### src/rtl/core_pkg.sv
// Shared ISA constants and fetch-stage types for the 3-stage core.
package core_pkg;

  localparam logic [31:0] NOP_INST  = 32'h0000_0013;

  localparam logic [6:0]  OPC_RTYPE = 7'b0110011;
  localparam logic [6:0]  OPC_ITYPE = 7'b0010011;
  localparam logic [6:0]  OPC_JALR  = 7'b1100111;
  localparam logic [6:0]  OPC_JAL   = 7'b1101111;

  typedef enum logic [1:0] {
    BOOT,
    RUN,
    DRAIN
  } fetch_state_e;

endpackage

### src/rtl/fetch_fifo.sv
// Small synchronous FIFO with flush. The head entry is visible combinationally
// so the fetch stage can present it in the same cycle it becomes valid.
module fetch_fifo #(
  parameter int DEPTH = 2,
  parameter int WIDTH = 64
) (
  input  logic                   clk,
  input  logic                   rst_n,
  input  logic                   push,
  input  logic                   pop,
  input  logic                   flush,
  input  logic [WIDTH-1:0]       wdata,
  output logic [WIDTH-1:0]       rdata,
  output logic [$clog2(DEPTH):0] count,
  output logic                   empty,
  output logic                   full
);

  localparam int AW = $clog2(DEPTH);
  localparam int CW = AW + 1;

  logic [WIDTH-1:0] mem_reg [DEPTH];
  logic [AW-1:0]    wr_ptr_reg;
  logic [AW-1:0]    rd_ptr_reg;
  logic [CW-1:0]    count_reg;
  logic             do_push;
  logic             do_pop;

  assign empty   = (count_reg == '0);
  assign full    = (count_reg == CW'(DEPTH));
  assign do_pop  = pop && !empty && !flush;
  // A pop in the same cycle frees the slot a push into a full FIFO needs.
  assign do_push = push && !flush && (!full || do_pop);
  assign rdata   = mem_reg[rd_ptr_reg];
  assign count   = count_reg;

  always_ff @(posedge clk or negedge rst_n) begin
    if (!rst_n) begin
      wr_ptr_reg <= '0;
      rd_ptr_reg <= '0;
      count_reg  <= '0;
    end else if (flush) begin
      wr_ptr_reg <= '0;
      rd_ptr_reg <= '0;
      count_reg  <= '0;
    end else begin
      if (do_push) wr_ptr_reg <= wr_ptr_reg + AW'(1);
      if (do_pop)  rd_ptr_reg <= rd_ptr_reg + AW'(1);
      count_reg <= count_reg + CW'(do_push) - CW'(do_pop);
    end
  end

  always_ff @(posedge clk) begin
    if (do_push) mem_reg[wr_ptr_reg] <= wdata;
  end

  a_no_overflow: assert property (@(posedge clk) disable iff (!rst_n)
    !(push && !flush && full && !do_pop));

endmodule

### src/rtl/fetch_stage.sv
// Instruction fetch: PC, credit-limited memory requests, in-order response
// buffering and redirect handling with squash of stale in-flight fetches.
module fetch_stage
  import core_pkg::*;
#(
  parameter int              XLEN     = 32,
  parameter logic [XLEN-1:0] RESET_PC = '0,
  parameter int              DEPTH    = 2
) (
  input  logic            clk,
  input  logic            rst_n,
  output logic            imem_req_valid,
  input  logic            imem_req_ready,
  output logic [XLEN-1:0] imem_req_addr,
  input  logic            imem_rsp_valid,
  input  logic [31:0]     imem_rsp_data,
  input  logic            redirect_valid,
  input  logic [XLEN-1:0] redirect_pc,
  output logic            if_valid,
  input  logic            if_ready,
  output logic [XLEN-1:0] if_pc,
  output logic [31:0]     if_inst,
  output logic [6:0]      if_opcode,
  output logic [2:0]      if_func3,
  output logic [6:0]      if_func7
);

  localparam int CW = $clog2(DEPTH) + 1;

  fetch_state_e    state_reg, state_next;
  logic [XLEN-1:0] pc_reg, pc_next;
  logic [CW-1:0]   outstanding_reg, outstanding_next;
  logic [CW-1:0]   kill_cnt_reg, kill_cnt_next;

  logic [CW-1:0]   out_count, tag_count;
  logic            out_empty, out_full, tag_empty, tag_full;
  logic [XLEN-1:0] tag_head, head_pc;
  logic [31:0]     head_inst;
  logic            pop, req_fire, rsp_keep;
  logic [CW:0]     credit_used;

  assign if_valid = !out_empty && !redirect_valid;
  assign pop      = if_valid && if_ready;

  // Counting this cycle's pop as freed keeps one request in flight per cycle
  // with a 1-cycle memory; the slot is guaranteed empty by the time the
  // response can arrive.
  assign credit_used    = {1'b0, outstanding_reg} + {1'b0, out_count} - (CW+1)'(pop);
  assign imem_req_valid = (state_reg == RUN) && !redirect_valid &&
                          (credit_used < (CW+1)'(DEPTH));
  assign imem_req_addr  = pc_reg;
  assign req_fire       = imem_req_valid && imem_req_ready;
  assign rsp_keep       = imem_rsp_valid && !redirect_valid && (kill_cnt_reg == '0);

  always_comb begin
    state_next       = state_reg;
    pc_next          = pc_reg;
    kill_cnt_next    = kill_cnt_reg;
    outstanding_next = outstanding_reg + CW'(req_fire) - CW'(imem_rsp_valid);
    if (redirect_valid) begin
      pc_next       = redirect_pc & ~XLEN'(3);
      kill_cnt_next = outstanding_reg - CW'(imem_rsp_valid);
    end else begin
      if (req_fire) pc_next = pc_reg + XLEN'(4);
      if (imem_rsp_valid && kill_cnt_reg != '0) kill_cnt_next = kill_cnt_reg - CW'(1);
    end
    unique case (state_reg)
      BOOT:    state_next = RUN;
      RUN:     if (redirect_valid && kill_cnt_next != '0) state_next = DRAIN;
      DRAIN:   if (!redirect_valid && kill_cnt_next == '0) state_next = RUN;
      default: state_next = BOOT;
    endcase
  end

  always_ff @(posedge clk or negedge rst_n) begin
    if (!rst_n) begin
      state_reg       <= BOOT;
      pc_reg          <= RESET_PC;
      outstanding_reg <= '0;
      kill_cnt_reg    <= '0;
    end else begin
      state_reg       <= state_next;
      pc_reg          <= pc_next;
      outstanding_reg <= outstanding_next;
      kill_cnt_reg    <= kill_cnt_next;
    end
  end

  fetch_fifo #(.DEPTH(DEPTH), .WIDTH(XLEN)) u_tag_q (
    .clk   (clk),
    .rst_n (rst_n),
    .push  (req_fire),
    .pop   (rsp_keep),
    .flush (redirect_valid),
    .wdata (pc_reg),
    .rdata (tag_head),
    .count (tag_count),
    .empty (tag_empty),
    .full  (tag_full)
  );

  fetch_fifo #(.DEPTH(DEPTH), .WIDTH(XLEN + 32)) u_out_q (
    .clk   (clk),
    .rst_n (rst_n),
    .push  (rsp_keep),
    .pop   (pop),
    .flush (redirect_valid),
    .wdata ({tag_head, imem_rsp_data}),
    .rdata ({head_pc, head_inst}),
    .count (out_count),
    .empty (out_empty),
    .full  (out_full)
  );

  assign if_pc     = out_empty ? '0 : head_pc;
  assign if_inst   = out_empty ? NOP_INST : head_inst;
  assign if_opcode = if_inst[6:0];
  assign if_func3  = if_inst[14:12];
  assign if_func7  = if_inst[31:25];

  a_rsp_expected: assert property (@(posedge clk) disable iff (!rst_n)
    imem_rsp_valid |-> (outstanding_reg != '0));
  a_tag_present:  assert property (@(posedge clk) disable iff (!rst_n)
    rsp_keep |-> !tag_empty);
  a_tag_bounded:  assert property (@(posedge clk) disable iff (!rst_n)
    (tag_count <= outstanding_reg) && !(req_fire && tag_full));
  a_out_room:     assert property (@(posedge clk) disable iff (!rst_n)
    !(rsp_keep && out_full && !pop));

endmodule

### config.mk
export PLATFORM = sky130hd
export DESIGN_NAME = fetch_stage
export DESIGN_NICKNAME = d
export VERILOG_FILES = /design/src/rtl/core_pkg.sv /design/src/rtl/fetch_fifo.sv /design/src/rtl/fetch_stage.sv
export SDC_FILE = /design/constraint.sdc
export NUM_CORES = 1
export LEC_CHECK = 0
export ABC_AREA = 1
export ABC_CLOCK_PERIOD_IN_PS = 5300
export CORE_AREA = 5 5 145 147
export DETAILED_ROUTE_END_ITERATION = 8
export DIE_AREA = 0 0 150 152
export PLACE_DENSITY = 0.79
export SLEW_MARGIN = 20
export SYNTH_ARGS = -nofsm -noshare
export SYNTH_HDL_FRONTEND = slang
export SYNTH_SLANG_ARGS = --single-unit
### constraint.sdc
create_clock -name clk -period 5.3 [get_ports clk]
set_input_delay 1.06 -clock clk [delete_from_list [all_inputs] [get_ports clk]]
set_output_delay 1.06 -clock clk [all_outputs]
set_load 0.05 [all_outputs]
==> results.yml <==
placement:
  dp_slack_ns: 0.884
  numPortBuffers: 178
  dpl_cell_area_um2: 12000
  gp_congestion: 0.829
  dp_hpwl_mm: 14.6
drt:
  drc: 0
  antenna_left: 0
  wl_mm: 22.7
  drt_pass1_iterations: 5
  avgViaCountPerCell: 5.12
  vias: 7383
  wire_per_inst_um: 15.7
  drt_iter0_markers: 503
critical_path:
  crit_path_end_kind: "primary output"
  crit_path_start: "redirect_valid"
  rr_worst_depth: 15
  start_kind: "input port"
  critPathMaxFanout: 5
  worstPathArrival_ns: 3.37
  crit-reg2reg-launch: "u_out_q.count[1]"
  crit_type: "input port to primary output"
  worstPathRequired_ns: 4.24
global_route:
  gr-total-overflow: 0
  track_usage_pct: 19.3
  grt_max_degree: 65
  grt_pass1_vias: 6944
  antenna_found_initial: 0
  grt_first_pass_wirelength_mm: 35.8
synth:
  synth.top_cell.area_share_pct: 54.6
  ys_ff_latch: 228
  synth_largest_area_cell: "edfxtp_1"
  synth.avg_cell_area_um2: 10.1
  ys_seq_area_share_pct: 65.5
  yosysUniqueCellTypes: 32
  syn-cell-area_um2: 10100
  synth_warnings: 0
  yosys-top-cells-area: "edfxtp_1, nand2_1, dfrtp_1, nand3_1, a21oi_1"
  synthCells: 997
sta:
  hold_violations: 0
  rsz0062_at_grt: "false"
  slew_violations: 0
  fin_tns_setup_ns: 0
  worstMarginPinSlew_ns: 0.938
  period_minus_slack_ns: 4.43
  finalWorstSetupSlack_ns: 0.869
  relSlewSlack_pct: 37.4
  skew_ns: 0.00866
  fmax_mhz: 226
  fin_crit_sh_pct: 83.6
  setup_viol: 0
floorplan:
  start_util_pct: 51.1
  ioPinCount: 185
  dieHeight_um: 152
  rows: 52
  die_w_um: 150
  die-area_um2: 22800
  core_um2: 19800
cts:
  postCtsSetupBuffers: 0
  cts_sinks: 228
  numCtsBuffers: 23
  cts.clk_slew.worst_paths_ns: 0.06
  clockBufferDepth: 3
  cts.repair.resized: 0
  root_buffer: "clkbuf_16"
  hold_buffers: 0
  clk-insertion-delay-late_ns: 0.51
  h-tree-depth: 1
  cts_tree: "done"
run:
  max_cap_viol_count: 0
power_and_ir_drop:
  peakVddDrop_mv: 0.252
  p_leak_nw: 5.11
  powerDensity_nw_per_um2: 474
final_layout:
  drive_above_1_share_pct: 7.33
  syn2layout_area_growth_pct: 27.4
  antenna_cells: 0
  fin_area_um2: 12900
  largest_reg_flops: 124
  final_util_pct: 65.1
  layout.nets: 1238
min_path:
  hold_class: "flip-flop to flip-flop"
  min_from: "outstanding_reg[0]"
  hold_depth: 1
status:
  outcome: "finished, final reports clean"
## critical path, stage by stage
cell and delay, ns:
clkdlybuf4s50_1 0.49, inv_1 0.10, nand3_2 0.13, inv_1 0.06, ha_1 0.25, or2_2 0.30, fa_1 0.48, inv_1 0.05
nor2_2 0.11, nand3_1 0.09, inv_1 0.11, buf_12 0.14
## report_power, final
group | internal (W) | total (W) | switching (W) | leakage [nW]
registers | 0.00216 | 0.00232 | 0.000159 | 2.21
clock network | 0.00115 | 0.00181 | 0.000667 | 0.421
logic | 0.000603 | 0.00197 | 0.00137 | 2.48
## cell usage after synthesis
cell type,n
nand2_2,3
buf_6,3
or2_2,5
buf_1,1
o21ai_0,5
buf_2,4
nor2_1,44
o211ai_1,1
nand2_1,391
o21ai_1,1
clkbuf_1,27
a21oi_2,1
and2_1,2
ha_1,11
a21oi_1,60
conb_1,1
buf_4,24
edfxtp_1,184
nor2_2,4
nand3_1,78
nand4_2,1
xor2_1,5
xnor2_1,8
nand4_1,3
nor2_4,5
dfrtp_1,44
inv_2,7
inv_1,66
or2_0,1
fa_1,1
nand3_2,1
o21bai_1,5
## stage by stage
step,total power (W),hold WS [ns],cells
final,0.00611,0.521,1443
after global placement,0.00428,0.490,1401
after CTS,0.00615,0.519,1443
after global routing,0.00637,0.559,1443
after floorplan,0.00370,0.478,1000
after detailed placement,0.00433,0.505,1401
## logic make-up after synthesis
| family | Yosys count | share of synthesized area [%] |
|---|---|---|
| AO/OA/AOI/OAI | 73 | 3.80 |
| XOR/XNOR | 13 | 1.13 |
| adder cells (fa/ha/maj) | 12 | 1.56 |
| buffers and inverters | 132 | 6.06 |
| flip-flops | 228 | 65.5 |
| other | 1 | 0.0371 |
| AND/OR/NAND/NOR | 538 | 21.9 |
## worst paths after layout
path                                          endpoint  slack, ns
worst max register to register  u_tag_q.mem_reg[0][13]       1.96
max in group asynchronous           u_out_q.rd_ptr_reg       4.21
worst min-delay path                outstanding_reg[0]       0.52
worst min register to register      outstanding_reg[0]       0.52
min in group asynchronous            imem_req_addr[21]       0.63
worst max-delay path                    imem_req_valid       0.87
## layout by cell type, fill, tap and decap left out, drive strengths merged
cell           count
nor2              53
clkinv             6
or2                6
fa                 1
dfrtp             44
buf               14
xor2               5
nand4              4
and2               2
bufinv             6
a21oi             61
o211ai             1
ha                11
edfxtp           184
clkdlybuf4s50    176
nand2            394
clkinvlp           1
xnor2              8
clkbuf            30
o21ai              6
conb               4
o21bai             5
inv               72
nand3             79
## metal layers
metal / GRT usage [%] / wire [um]
met4: 5.14 / 407
met2: 33.0 / 11200
met3: 2.77 / 1410
met5: 0 / 0
met1: 25.9 / 9710
## final cells by class
type                       instances  area (um^2)
multi-input combinational        640         2910
clock inverter                    12          216
inverter                          73          277
tap                              270          338
sequential                       228         6630
clock buffer                      30          642
fill                            1540         6900
timing repair buffer             190         1880
Power figures use the tool's default switching activity.
==> RTL edit, RTL diff (same settings) <==
`DEPTH` is set to 2 in 2 places; all go to 4.
--- a/src/rtl/fetch_fifo.sv
+++ b/src/rtl/fetch_fifo.sv
@@ -1,7 +1,7 @@
 // Small synchronous FIFO with flush. The head entry is visible combinationally
 // so the fetch stage can present it in the same cycle it becomes valid.
 module fetch_fifo #(
-  parameter int DEPTH = 2,
+  parameter int DEPTH = 4,
   parameter int WIDTH = 64
 ) (
   input  logic                   clk,
--- a/src/rtl/fetch_stage.sv
+++ b/src/rtl/fetch_stage.sv
@@ -5,7 +5,7 @@
 #(
   parameter int              XLEN     = 32,
   parameter logic [XLEN-1:0] RESET_PC = '0,
-  parameter int              DEPTH    = 2
+  parameter int              DEPTH    = 4
 ) (
   input  logic            clk,
   input  logic            rst_n,
Behaviour: not the same (Yosys sat finds a counterexample within 4 cycles, from zero or initial values and one cycle with rst_n low).
==> RTL edit against the original RTL <==
  * The run now fails in global placement
  * Synthesized area up 77%
==> RTL edit: results (changes against the original RTL) <==
seq_area_frac_synth_pct: 69.0  # +3.4 points
status: "stopped before the end"
synthCells: 1597  # +60%
failed_stage: "global placement"
io_buffers: 178  # unchanged
error: "[ERROR GPL-0301] Utilization 102.279 % exceeds 100%."
synth-seq-cells: 420  # +84%
ys.warnings.count: 0  # unchanged
ys.flop_type: "edfxtp_1"
synth.top_cells.by_count: "nor2_1, edfxtp_1, nand2_1"
async_flop_share_pct: 12.4  # -6.9 points
synth_cell_type_count: 34  # +6.3%
synth_edf_count: 368  # +100%
synth_area_leaders: "edfxtp_1, nor2_1, dfrtp_1"
## RTL edit: changes by cell type after synthesis, moves of 10 or more
cell,unedited run,this run
buf_2,4,23
clkbuf_1,27,44
edfxtp_1,184,368
ha_1,11,24
inv_1,66,56
nand2_1,391,194
nand3b_1,0,14
nor2_1,44,371
o21ai_0,5,188
o22ai_1,0,30
## RTL edit: cells by family after synthesis
family	count (synthesis)	share of synthesized area (%)
adders and majority gates	27	2.01
xor gates and xnor gates	20	0.978
DFF	420	69.0
buffers and inverters	165	4.24
other	1	0.0209
AOI/OAI and AO/OA	289	8.35
and+or+nand+nor	675	15.5
